## src/rtl/cpu_pkg.sv

```systemverilog
// Shared datapath constants and types for the register file and its read ports.
// Delay constants document the intended read/write timing; the RTL itself is zero-delay.
package cpu_pkg;

  localparam int unsigned DATA_W    = 8;
  localparam int unsigned ADDR_W    = 3;
  localparam int unsigned REG_COUNT = 2 ** ADDR_W;
  localparam int unsigned RD_DELAY  = 2;
  localparam int unsigned WR_DELAY  = 1;

  localparam logic [DATA_W-1:0] REG_RESET_VAL = 8'h00;

  typedef logic [REG_COUNT-1:0][DATA_W-1:0] reg_array_t;

endpackage

```

## src/rtl/reg_read_port.sv

```systemverilog
// One asynchronous read port: REG_COUNT-to-1 mux over the register array.
// With REG_BYPASS_EN defined, a pending write to the addressed register is forwarded.
module reg_read_port
  import cpu_pkg::*;
(
  input  reg_array_t        regs_i,
  input  logic [ADDR_W-1:0] addr_i,
  input  logic              wr_en_i,
  input  logic [ADDR_W-1:0] wr_addr_i,
  input  logic [DATA_W-1:0] wr_data_i,
  output logic [DATA_W-1:0] data_o
);

`ifdef REG_BYPASS_EN
  always_comb begin
    data_o = regs_i[addr_i];
    // Forward write data so the port already shows what the next edge will store.
    if (wr_en_i && (wr_addr_i == addr_i)) begin
      data_o = wr_data_i;
    end
  end
`else
  logic unused_wr;
  assign unused_wr = ^{wr_en_i, wr_addr_i, wr_data_i};

  assign data_o = regs_i[addr_i];
`endif

endmodule

```

## src/rtl/reg_file_8x8.sv

```systemverilog
// Eight-entry, 8-bit register file with two asynchronous read ports and a zero flag.
// Define REG_BYPASS_EN to forward same-cycle write data onto matching read ports.
module reg_file_8x8
  import cpu_pkg::*;
(
  input  logic              CLK,
  input  logic              RESET,
  input  logic [DATA_W-1:0] IN,
  input  logic [ADDR_W-1:0] INADDRESS,
  input  logic              WRITE,
  input  logic [ADDR_W-1:0] OUT1ADDRESS,
  input  logic [ADDR_W-1:0] OUT2ADDRESS,
  output logic [DATA_W-1:0] OUT1,
  output logic [DATA_W-1:0] OUT2,
  input  logic              ZERO_IN,
  input  logic              FLAGWRITE,
  output logic              ZERO_FLAG
);

  reg_array_t regs_d, regs_q;
  logic       zero_flag_d, zero_flag_q;
  logic       wr_en;

  // Reset wins over a write in the same cycle, so it also suppresses forwarding.
  assign wr_en = WRITE & ~RESET;

  always_comb begin
    regs_d      = regs_q;
    zero_flag_d = zero_flag_q;
    if (WRITE) begin
      regs_d[INADDRESS] = IN;
    end
    if (FLAGWRITE) begin
      zero_flag_d = ZERO_IN;
    end
  end

  always_ff @(posedge CLK) begin
    if (RESET) begin
      regs_q      <= {REG_COUNT{REG_RESET_VAL}};
      zero_flag_q <= 1'b0;
    end else begin
      regs_q      <= regs_d;
      zero_flag_q <= zero_flag_d;
    end
  end

  reg_read_port u_read_port1 (
    .regs_i    (regs_q),
    .addr_i    (OUT1ADDRESS),
    .wr_en_i   (wr_en),
    .wr_addr_i (INADDRESS),
    .wr_data_i (IN),
    .data_o    (OUT1)
  );

  reg_read_port u_read_port2 (
    .regs_i    (regs_q),
    .addr_i    (OUT2ADDRESS),
    .wr_en_i   (wr_en),
    .wr_addr_i (INADDRESS),
    .wr_data_i (IN),
    .data_o    (OUT2)
  );

  assign ZERO_FLAG = zero_flag_q;

endmodule

```

## config.mk

```make
export PLATFORM = sky130hd
export DESIGN_NAME = reg_file_8x8
export DESIGN_NICKNAME = d
export VERILOG_FILES = /design/src/rtl/cpu_pkg.sv /design/src/rtl/reg_read_port.sv /design/src/rtl/reg_file_8x8.sv
export SDC_FILE = /design/constraint.sdc
export NUM_CORES = 1
export LEC_CHECK = 0
export CAP_MARGIN = 20
export CORE_MARGIN = 2
export CORE_UTILIZATION = 29
export DETAILED_ROUTE_END_ITERATION = 10
export GPL_TIMING_DRIVEN = 0
export MAX_ROUTING_LAYER = met4
export PLACE_DENSITY = 0.52
export SYNTH_ARGS = -nofsm -noshare
export SYNTH_HDL_FRONTEND = slang
export SYNTH_SLANG_ARGS = --single-unit
export TNS_END_PERCENT = 50
```

## constraint.sdc

```tcl
create_clock -name CLK -period 1.5 [get_ports CLK]
set_clock_uncertainty 0.2 [all_clocks]
set_input_delay 0.15 -clock CLK [delete_from_list [all_inputs] [get_ports CLK]]
set_output_delay 0.15 -clock CLK [all_outputs]
set_load 0.01 [all_outputs]
```

==> Yosys cells after proc, flatten, opt, wreduce, memory -nomap -nowiden <==
Index checks and enable logic that the tools add are counted.
{ "classes": {"addsub": 0, "mul": 0, "n_div": 0, "order_cmp": 4, "n_eq_ne": 0, "shift": 0, "n_mux": 7, "bitwise_logic": 0, "reduce_logical": 1} }
{ "ops": {"columns": ["op", "n"], "rows": [
  ["$bwmux W64", 1],
  ["$bmux W8 S3", 2],
  ["$demux W8 S3", 1],
  ["$mux W8", 3],
  ["$lt A3 B4 Y1 const B", 3],
  ["$ge A3 B1 Y1 const B", 1],
  ["$logic_and A1 B1 Y1", 1]
]} }
{ "word_totals": {"reg_bits": 65, "latch_bits": 0, "ram_bits": 0, "rom_bits": 0, "output_inout_bits": 17, "word_cells": 21, "n_memories": 0} }

==> Longest topological paths before layout <==
Gate-level depths: netlist (run 1).
{ "logic_depth": {"word_depth": 5, "ltp_mapped": 5} }

==> Modules after synthesis <==
From an unflattened synthesis (run 1), not the netlist that was laid out.
{ "unflattened": {"hier_cells": 299, "hier_area_um2": 3739.8} }
{ "by_module_without_submodules": {"columns": ["module", "n_inst", "cells_per_inst", "area_each_um2"], "rows": [
  ["reg_file_8x8", 1, 241, 2638.8],
  ["reg_read_port", 2, 29, 550.5]
]} }

==> Least setup slack after synthesis (run 1) <==
Ideal clock, no wire load.
{ "synth_path": {"path_type": "input -> output", "from": "input port OUT2ADDRESS[0]", "to": "output port OUT2[5]", "t_arrival_ps": 1163, "path_slack_ps": -13, "cell_stages": 4, "n_path_buf": 2, "path_cell_list": "buf_6 -> buf_8 -> mux4_2 -> mux2_2"} }
{ "synth_between": {"elab_chain_cells": 2} }
{ "synth_rtl": {"columns": ["element", "line", "source"], "rows": [
  ["from (decl)", "reg_file_8x8.sv:12", "input logic [ADDR_W-1:0] OUT2ADDRESS,"],
  ["$bmux W8 S3", "reg_read_port.sv:26", "assign data_o = regs_i[addr_i];"],
  ["$mux W8 (implied by the code)", "reg_read_port.sv:26", null],
  ["to (decl)", "reg_file_8x8.sv:14", "output logic [DATA_W-1:0] OUT2,"]
]} }
No other way between the ends. The select of a mux whose other input is x is not followed.

==> Worst setup path in the final report (run 1) <==
{ "layout_path": {"from": "register regs_q[9]", "to": "output port OUT1[1]"} }
{ "layout_between": {"elab_chain_cells": 2} }
{ "layout_rtl": {"columns": ["element", "line", "source"], "rows": [
  ["from (decl)", "reg_file_8x8.sv:20", "reg_array_t regs_d, regs_q;"],
  ["from (signal assigned)", "reg_file_8x8.sv:40", "regs_q <= {REG_COUNT{REG_RESET_VAL}};"],
  ["from (signal assigned)", "reg_file_8x8.sv:43", "regs_q <= regs_d;"],
  ["$bmux W8 S3", "reg_read_port.sv:26", null],
  ["$mux W8 (implied by the code)", "reg_read_port.sv:26", null],
  ["to (decl)", "reg_file_8x8.sv:13", "output logic [DATA_W-1:0] OUT1,"]
]} }
No other way between the ends. The select of a mux whose other input is x is not followed.

==> flow_metrics.py, run 1 <==
metrics = {
    "critical_path": {
        "startpoint_type": "flip-flop",
        "crit_slowest_cell": "mux4_2",
        "path_buf_inv": 1,
        "critPathMaxFanout": 3,
        "r2r-end": "regs_q[21]",
        "reg2regPathDepth": 2,
        "cp_top_family": "multiplexers",
        "slowest_delay_ns": 0.47,
        "r2r-start": "regs_q[21]",
        "endpoint_kind": "output pin",
        "crit_required_ns": 1.15,
        "worstPathCellList": "mux4_2 -> mux2_4 -> buf_6",
        "arrival_ns": 1.55,
        "r2r_setup_slack_ns": 0.65,
        "crit_type": "reg2out",
    },
    "final_layout": {
        "final_cell_mix": "nand2_1 (80), dfxtp_1 (46), a21oi_1 (40), mux4_2 (32), buf_6 (26)",
        "antenna_cells": 0,
        "drive_gt1_share_pct": 34.04,
        "fin_nets": 397,
        "syn2layout_area_growth_pct": 23.98,
        "multiInputGateArea_um2": 1964,
        "instances_no_fill": 526,
        "seq_area_um2": 1325,
        "stdcell_area_um2": 4360,
        "final_common_cell": "nand2_1",
        "fillCellCount": 1210,
    },
    "timing": {
        "rsz0062_at_grt": "yes",
        "tightest_slew_ns": 0.9304,
        "maxSlewHeadroom_pct": 37.97,
        "hold_ws_ns": 0.003137,
        "tns_ns": -5.942,
        "post-route-period-util_pct": 126.8,
        "drv_slew": 0,
        "fin_crit_ns": 1.902,
        "fin_ws_ns": -0.4025,
        "max_freq_mhz": 525.6,
        "final_hold_viol_count": 0,
        "setup_viol": 16,
    },
    "detailed_routing": {
        "wl_mm": 10.70,
        "avgViaCountPerCell": 5.236,
        "drt_first_pass_iters": 4,
        "drt-wirelength-per-cell_um": 20.33,
        "vias": 2754,
        "antenna_left": 0,
        "drcViolationCount": 0,
        "drt_iter0_markers": 164,
    },
    "flow_run": {
        "max_cap_viol_count": 0,
    },
    "synthesis": {
        "synthCells": 333,
        "avgSynthCellArea_um2": 10.56,
        "syn_nets": 355,
        "ys_types": 22,
        "yosys.area.top_type_share_pct": 37.00,
        "synth.area.top_cells": "dfxtp_1 (37%), mux4_1 (18%), nand2_1 (8.5%)",
        "yosysWarnings": 0,
        "synth_seq_cells": 65,
        "syn-cell-area_um2": 3517,
        "synth_top_cell_by_area": "dfxtp_1",
        "synth_seq_area_share_pct": 37.00,
    },
    "global_routing": {
        "antenna_found_initial": 0,
        "grt_pass1_vias": 2826,
        "grt_pass1_wl_mm": 16.38,
        "track_usage_pct": 17.82,
        "grt_start_max_net_pins": 11,
        "grt_overflow": 0,
    },
    "clock_tree": {
        "numCtsBuffers": 9,
        "htree_levels": 3,
        "root_buffer": "clkbuf_16",
        "cts.sinks": 65,
        "clock_path_buffers": 2,
        "clock_latency_ns": 0.32,
        "clk_pin_slew_ns": 0.05,
        "cts_tree": "yes",
    },
    "outcome": {
        "violations": "negative setup slack",
        "run_status": "complete, but fails checks",
    },
    "power": {
        "powerDensity_nw_per_um2": 975.1,
        "vdd_drop_max_mv": 0.4032,
        "leakagePower_nw": 1.546,
    },
    "min_path": {
        "hold_end": "regs_q[2]",
        "hp-class": "in2reg",
        "hp-start": "IN[2]",
        "worstHoldPathCells": 3,
    },
    "die": {
        "die_area_um2": 13020,
        "die-height_um": 114.1,
        "die_width_um": 114.1,
        "start_util_pct": 29.53,
        "io_pins": 39,
        "design.core.area_um2": 11910,
        "num_rows": 40,
    },
    "place": {
        "dp_hpwl_mm": 6.656,
        "preCtsSetupSlack_ns": -0.6365,
        "dp_cells": 503,
        "port_buffers": 23,
        "gp_congestion": 0.8110,
        "dpl-instance-area_um2": 3943,
    },
}
what timing repair did:
action | 4_1_cts | 5_1_grt
setup buffers | 8 | 0
pin swaps | 3 | 0
setup endpoints to repair | 81 | 21
hold endpoints to repair | 3 | 0
gates resized for setup | 141 | 12
hold buffers | 5 | 0
power breakdown:
| group | leakage, nW | total, W | internal (W) | switching [W] |
|---|---|---|---|---|
| sequential | 0.535 | 0.00179 | 0.00177 | 0.0000264 |
| clock | 0.138 | 0.00196 | 0.00124 | 0.000723 |
| combinational | 0.873 | 0.000492 | 0.000229 | 0.000263 |
| total | 1.55 | 0.00425 | 0.00324 | 0.00101 |
sequential cells by signal (all words and copies together) (netlist names):
register	flops
ZERO_FLAG	1
regs_q	64
kinds of logic after synthesis:
kind of cell | share of synthesized area [%]
flip-flops | 37.00
multiplexers | 35.72
AND/OR/NAND/NOR | 15.19
AO/OA/AOI/OAI | 5.692
buffers and inverters | 6.403
how the worst max path moves through the flow:
stage,startpoint,end,slack (ns),cells past startpoint
floorplan,OUT2ADDRESS[2],OUT2[5],-0.009,4
global route,regs_q[41],OUT1[1],-0.41,3
detailed placement,INADDRESS[1],regs_q[28],-0.64,6
CTS,regs_q[41],OUT1[1],-0.39,3
finish,regs_q[9],OUT1[1],-0.40,3
global placement,OUT2ADDRESS[2],OUT2[5],-0.62,5
Yosys cell counts:
cell      instances
nand2_1          80
dfxtp_1          65
a21oi_1          40
mux2i_1          25
nor2_1           25
mux4_1           24
clkbuf_1         22
mux2_2           12
mux4_2            8
buf_6             6
buf_4             4
mux2_4            4
and4b_1           3
buf_2             3
nand4b_1          3
and4bb_2          2
buf_8             2
and4_1            1
nand4_1           1
nor4b_4           1
nor4bb_1          1
or4b_1            1
routing by layer:
| layer | routed length, µm | part of all wire, % | track usage, % |
|---|---|---|---|
| met1 | 4543 | 42 | 21.53 |
| met2 | 5168 | 48 | 28.65 |
| met3 | 668 | 6.2 | 3.547 |
| met4 | 315 | 2.9 | 8.537 |
| met5 | 0 | 0 | - |
area by class of cell:
class | count | area share [%]
Buffer | 32 | 5.423
Clock inverter | 2 | 0.2869
Clock buffer | 13 | 6.198
Tap cell | 147 | 4.218
Timing Repair Buffer | 36 | 8.436
Sequential cell | 65 | 30.39
Multi-Input combinational cell | 231 | 45.05
worst min-delay path, delay by kind of cell:
kind | cells | cell delay [ns]
simple gates | 1 | 0.10
buf+inv | 1 | 0.18
compound gates | 1 | 0.05
per-stage QoR:
step	utilization, %	power, W
after floorplan	-	0.002110
after detailed placement	33.10	0.002269
after CTS	36.38	0.004269
after global placement	33.10	0.002261
after global routing	36.61	0.004387
final	36.61	0.004252
Note: power is estimated with default switching activity, not from simulation.
==> run 2: changes to the inputs <==
--- a/config.mk
+++ b/config.mk
@@ -6,12 +6,12 @@
 export NUM_CORES = 1
 export LEC_CHECK = 0
 export CAP_MARGIN = 20
-export CORE_MARGIN = 2
+export CORE_ASPECT_RATIO = 0.8
+export CORE_MARGIN = 1
 export CORE_UTILIZATION = 29
 export DETAILED_ROUTE_END_ITERATION = 10
 export GPL_TIMING_DRIVEN = 0
 export MAX_ROUTING_LAYER = met4
-export PLACE_DENSITY = 0.52
 export SYNTH_ARGS = -nofsm -noshare
 export SYNTH_HDL_FRONTEND = slang
 export SYNTH_SLANG_ARGS = --single-unit
==> run 2 against run 1 <==
  * The flow finishes with violations (design-rule violations, negative hold slack, negative setup slack)
  * Die area down 3.5%
  * Final cell count is 0.57% higher
  * Total power rose by 7.8%
  * Combinational power is 2% lower
  * Sequential share of layout area about the same
  * Maximum frequency about the same
  * Wire length is 2.2% lower
  * Register-to-register slack got worse by 0.04 ns
==> flow_metrics.py, run 2 (same netlist as run 1, synthesis figures left out) <==
metrics = {
    "outcome": {
        "run_status": "complete, but fails checks",
        "violations": "design-rule violations, negative hold slack, negative setup slack",
    },
    "critical_path": {
        "startpoint_type": "flip-flop",
        "critPathMaxFanout": 3,
        "arrival_ns": 1.55,
        "endpoint_kind": "output pin",
        "crit_type": "reg2out",
        "crit_required_ns": 1.15,
        "reg2regPathDepth": 2,
    },
    "final_layout": {
        "fillCellCount": 1159,
        "syn2layout_area_growth_pct": 24.48,
        "final_common_cell": "nand2_1",
        "drive_gt1_share_pct": 34.12,
        "fin_nets": 398,
        "largest_reg_flops": 64,
        "top_register": "regs_q",
        "antenna_cells": 0,
        "final_cell_mix": "nand2_1 (80), dfxtp_1 (42), a21oi_1 (40), mux4_2 (32)",
        "instances_no_fill": 529,
    },
    "place": {
        "dp_hpwl_mm": 6.672,
        "dp_cells": 504,
        "port_buffers": 23,
        "preCtsSetupSlack_ns": -0.6110,
        "gp_congestion": 0.7910,
    },
    "timing": {
        "tightest_slew_ns": 0.8233,
        "drv_slew": 0,
        "fin_ws_ns": -0.4021,
        "final_hold_viol_count": 2,
        "hold_ws_ns": -0.001923,
        "fin_crit_ns": 1.902,
        "setup_viol": 16,
        "maxSlewHeadroom_pct": 45.11,
        "max_freq_mhz": 525.7,
        "rsz0062_at_grt": "yes",
        "tns_ns": -6.214,
        "post-route-period-util_pct": 126.8,
    },
    "clock_tree": {
        "clock_path_buffers": 2,
        "cts.sinks": 65,
        "cts_tree": "yes",
        "clk_pin_slew_ns": 0.06,
        "numCtsBuffers": 9,
        "clock_latency_ns": 0.33,
        "root_buffer": "clkbuf_16",
        "htree_levels": 3,
    },
    "die": {
        "num_rows": 35,
        "die_area_um2": 12580,
        "die_width_um": 125.1,
        "design.core.area_um2": 11650,
        "io_pins": 39,
        "die-height_um": 100.5,
        "start_util_pct": 30.19,
    },
    "min_path": {
        "hp-class": "in2reg",
        "worstHoldPathCells": 3,
    },
    "global_routing": {
        "grt_overflow": 0,
        "antenna_found_initial": 0,
        "grt_start_max_net_pins": 13,
        "grt_pass1_vias": 2729,
        "grt_pass1_wl_mm": 15.84,
        "track_usage_pct": 17.89,
    },
    "detailed_routing": {
        "drt_iter0_markers": 218,
        "antenna_left": 0,
        "drcViolationCount": 6,
        "vias": 2806,
        "wl_mm": 10.46,
        "drt_first_pass_iters": 8,
        "avgViaCountPerCell": 5.304,
        "drt-wirelength-per-cell_um": 19.77,
    },
    "power": {
        "leakagePower_nw": 1.559,
        "vdd_drop_max_mv": 0.5476,
        "powerDensity_nw_per_um2": 1047,
    },
    "flow_run": {
        "max_cap_viol_count": 0,
    },
}
==> run 2: cell types whose count changed in the layout (fill, tap and decap cells not counted), moves of 2 or more <==
cell / before / now
clkbuf_8: 3 / 1
dfxtp_2: 19 / 23
bufinv_16: 0 / 2
dfxtp_1: 46 / 42
==> run 2: metrics by stage <==
step	total power [W]	hold slack, ns	cell area, µm²	utilization, %
after global routing	0.004709	0.02093	4378	37.58
after detailed placement	0.002261	0.2584	3944	33.86
after CTS	0.004590	0.002937	4378	37.58
after floorplan	0.002110	0.09720	3528	-
after global placement	0.002250	0.2456	3944	33.86
final	0.004584	-0.001923	4378	37.58
==> run 2: where the power goes <==
part	switching, W	internal [W]
Clock	0.000804	0.00150
Combinational	0.000256	0.000224
Sequential	0.0000279	0.00177
==> run 2: area by class of cell <==
class	instances	area, µm²	area share, %
Timing Repair Buffer	35	349.1	7.974
Buffer	34	240.2	5.487
Multi-Input combinational cell	231	1944	44.41
Clock inverter	6	90.09	2.058
Clock buffer	10	239.0	5.459
Sequential cell	65	1330	30.38
Tap cell	148	185.2	4.230
==> run 2: critical path, cell delays in order (launching register included) <==
cell and delay [ns]:
dfxtp_2 0.33, mux4_2 0.48, mux2_4 0.29, buf_6 0.12
==> run 2: final timing paths <==
path,start,end,slack (ns)
min,IN[5],regs_q[29],-0.002
max,regs_q[56],OUT2[0],-0.40
max reg2reg,regs_q[38],regs_q[38],0.61
min reg2reg,regs_q[31],regs_q[31],0.26
==> run 2: what timing repair did <==
action                                  in CTS  in global routing
setup buffers                                6                  0
endpoints found under the setup margin      81                 16
hold endpoints to repair                    18                  0
pin swaps                                    3                  0
hold buffers                                 6                  0
resized for setup                          146                  4
==> run 2: layer usage <==
metal  GRT usage (%)  share of wire [%]  up-vias
li1                -                  -     1264
met1           22.78                 43     1412
met2           28.58                 48      117
met3           4.299                7.8       13
met4           4.784               0.91        0
met5               -                  0        -
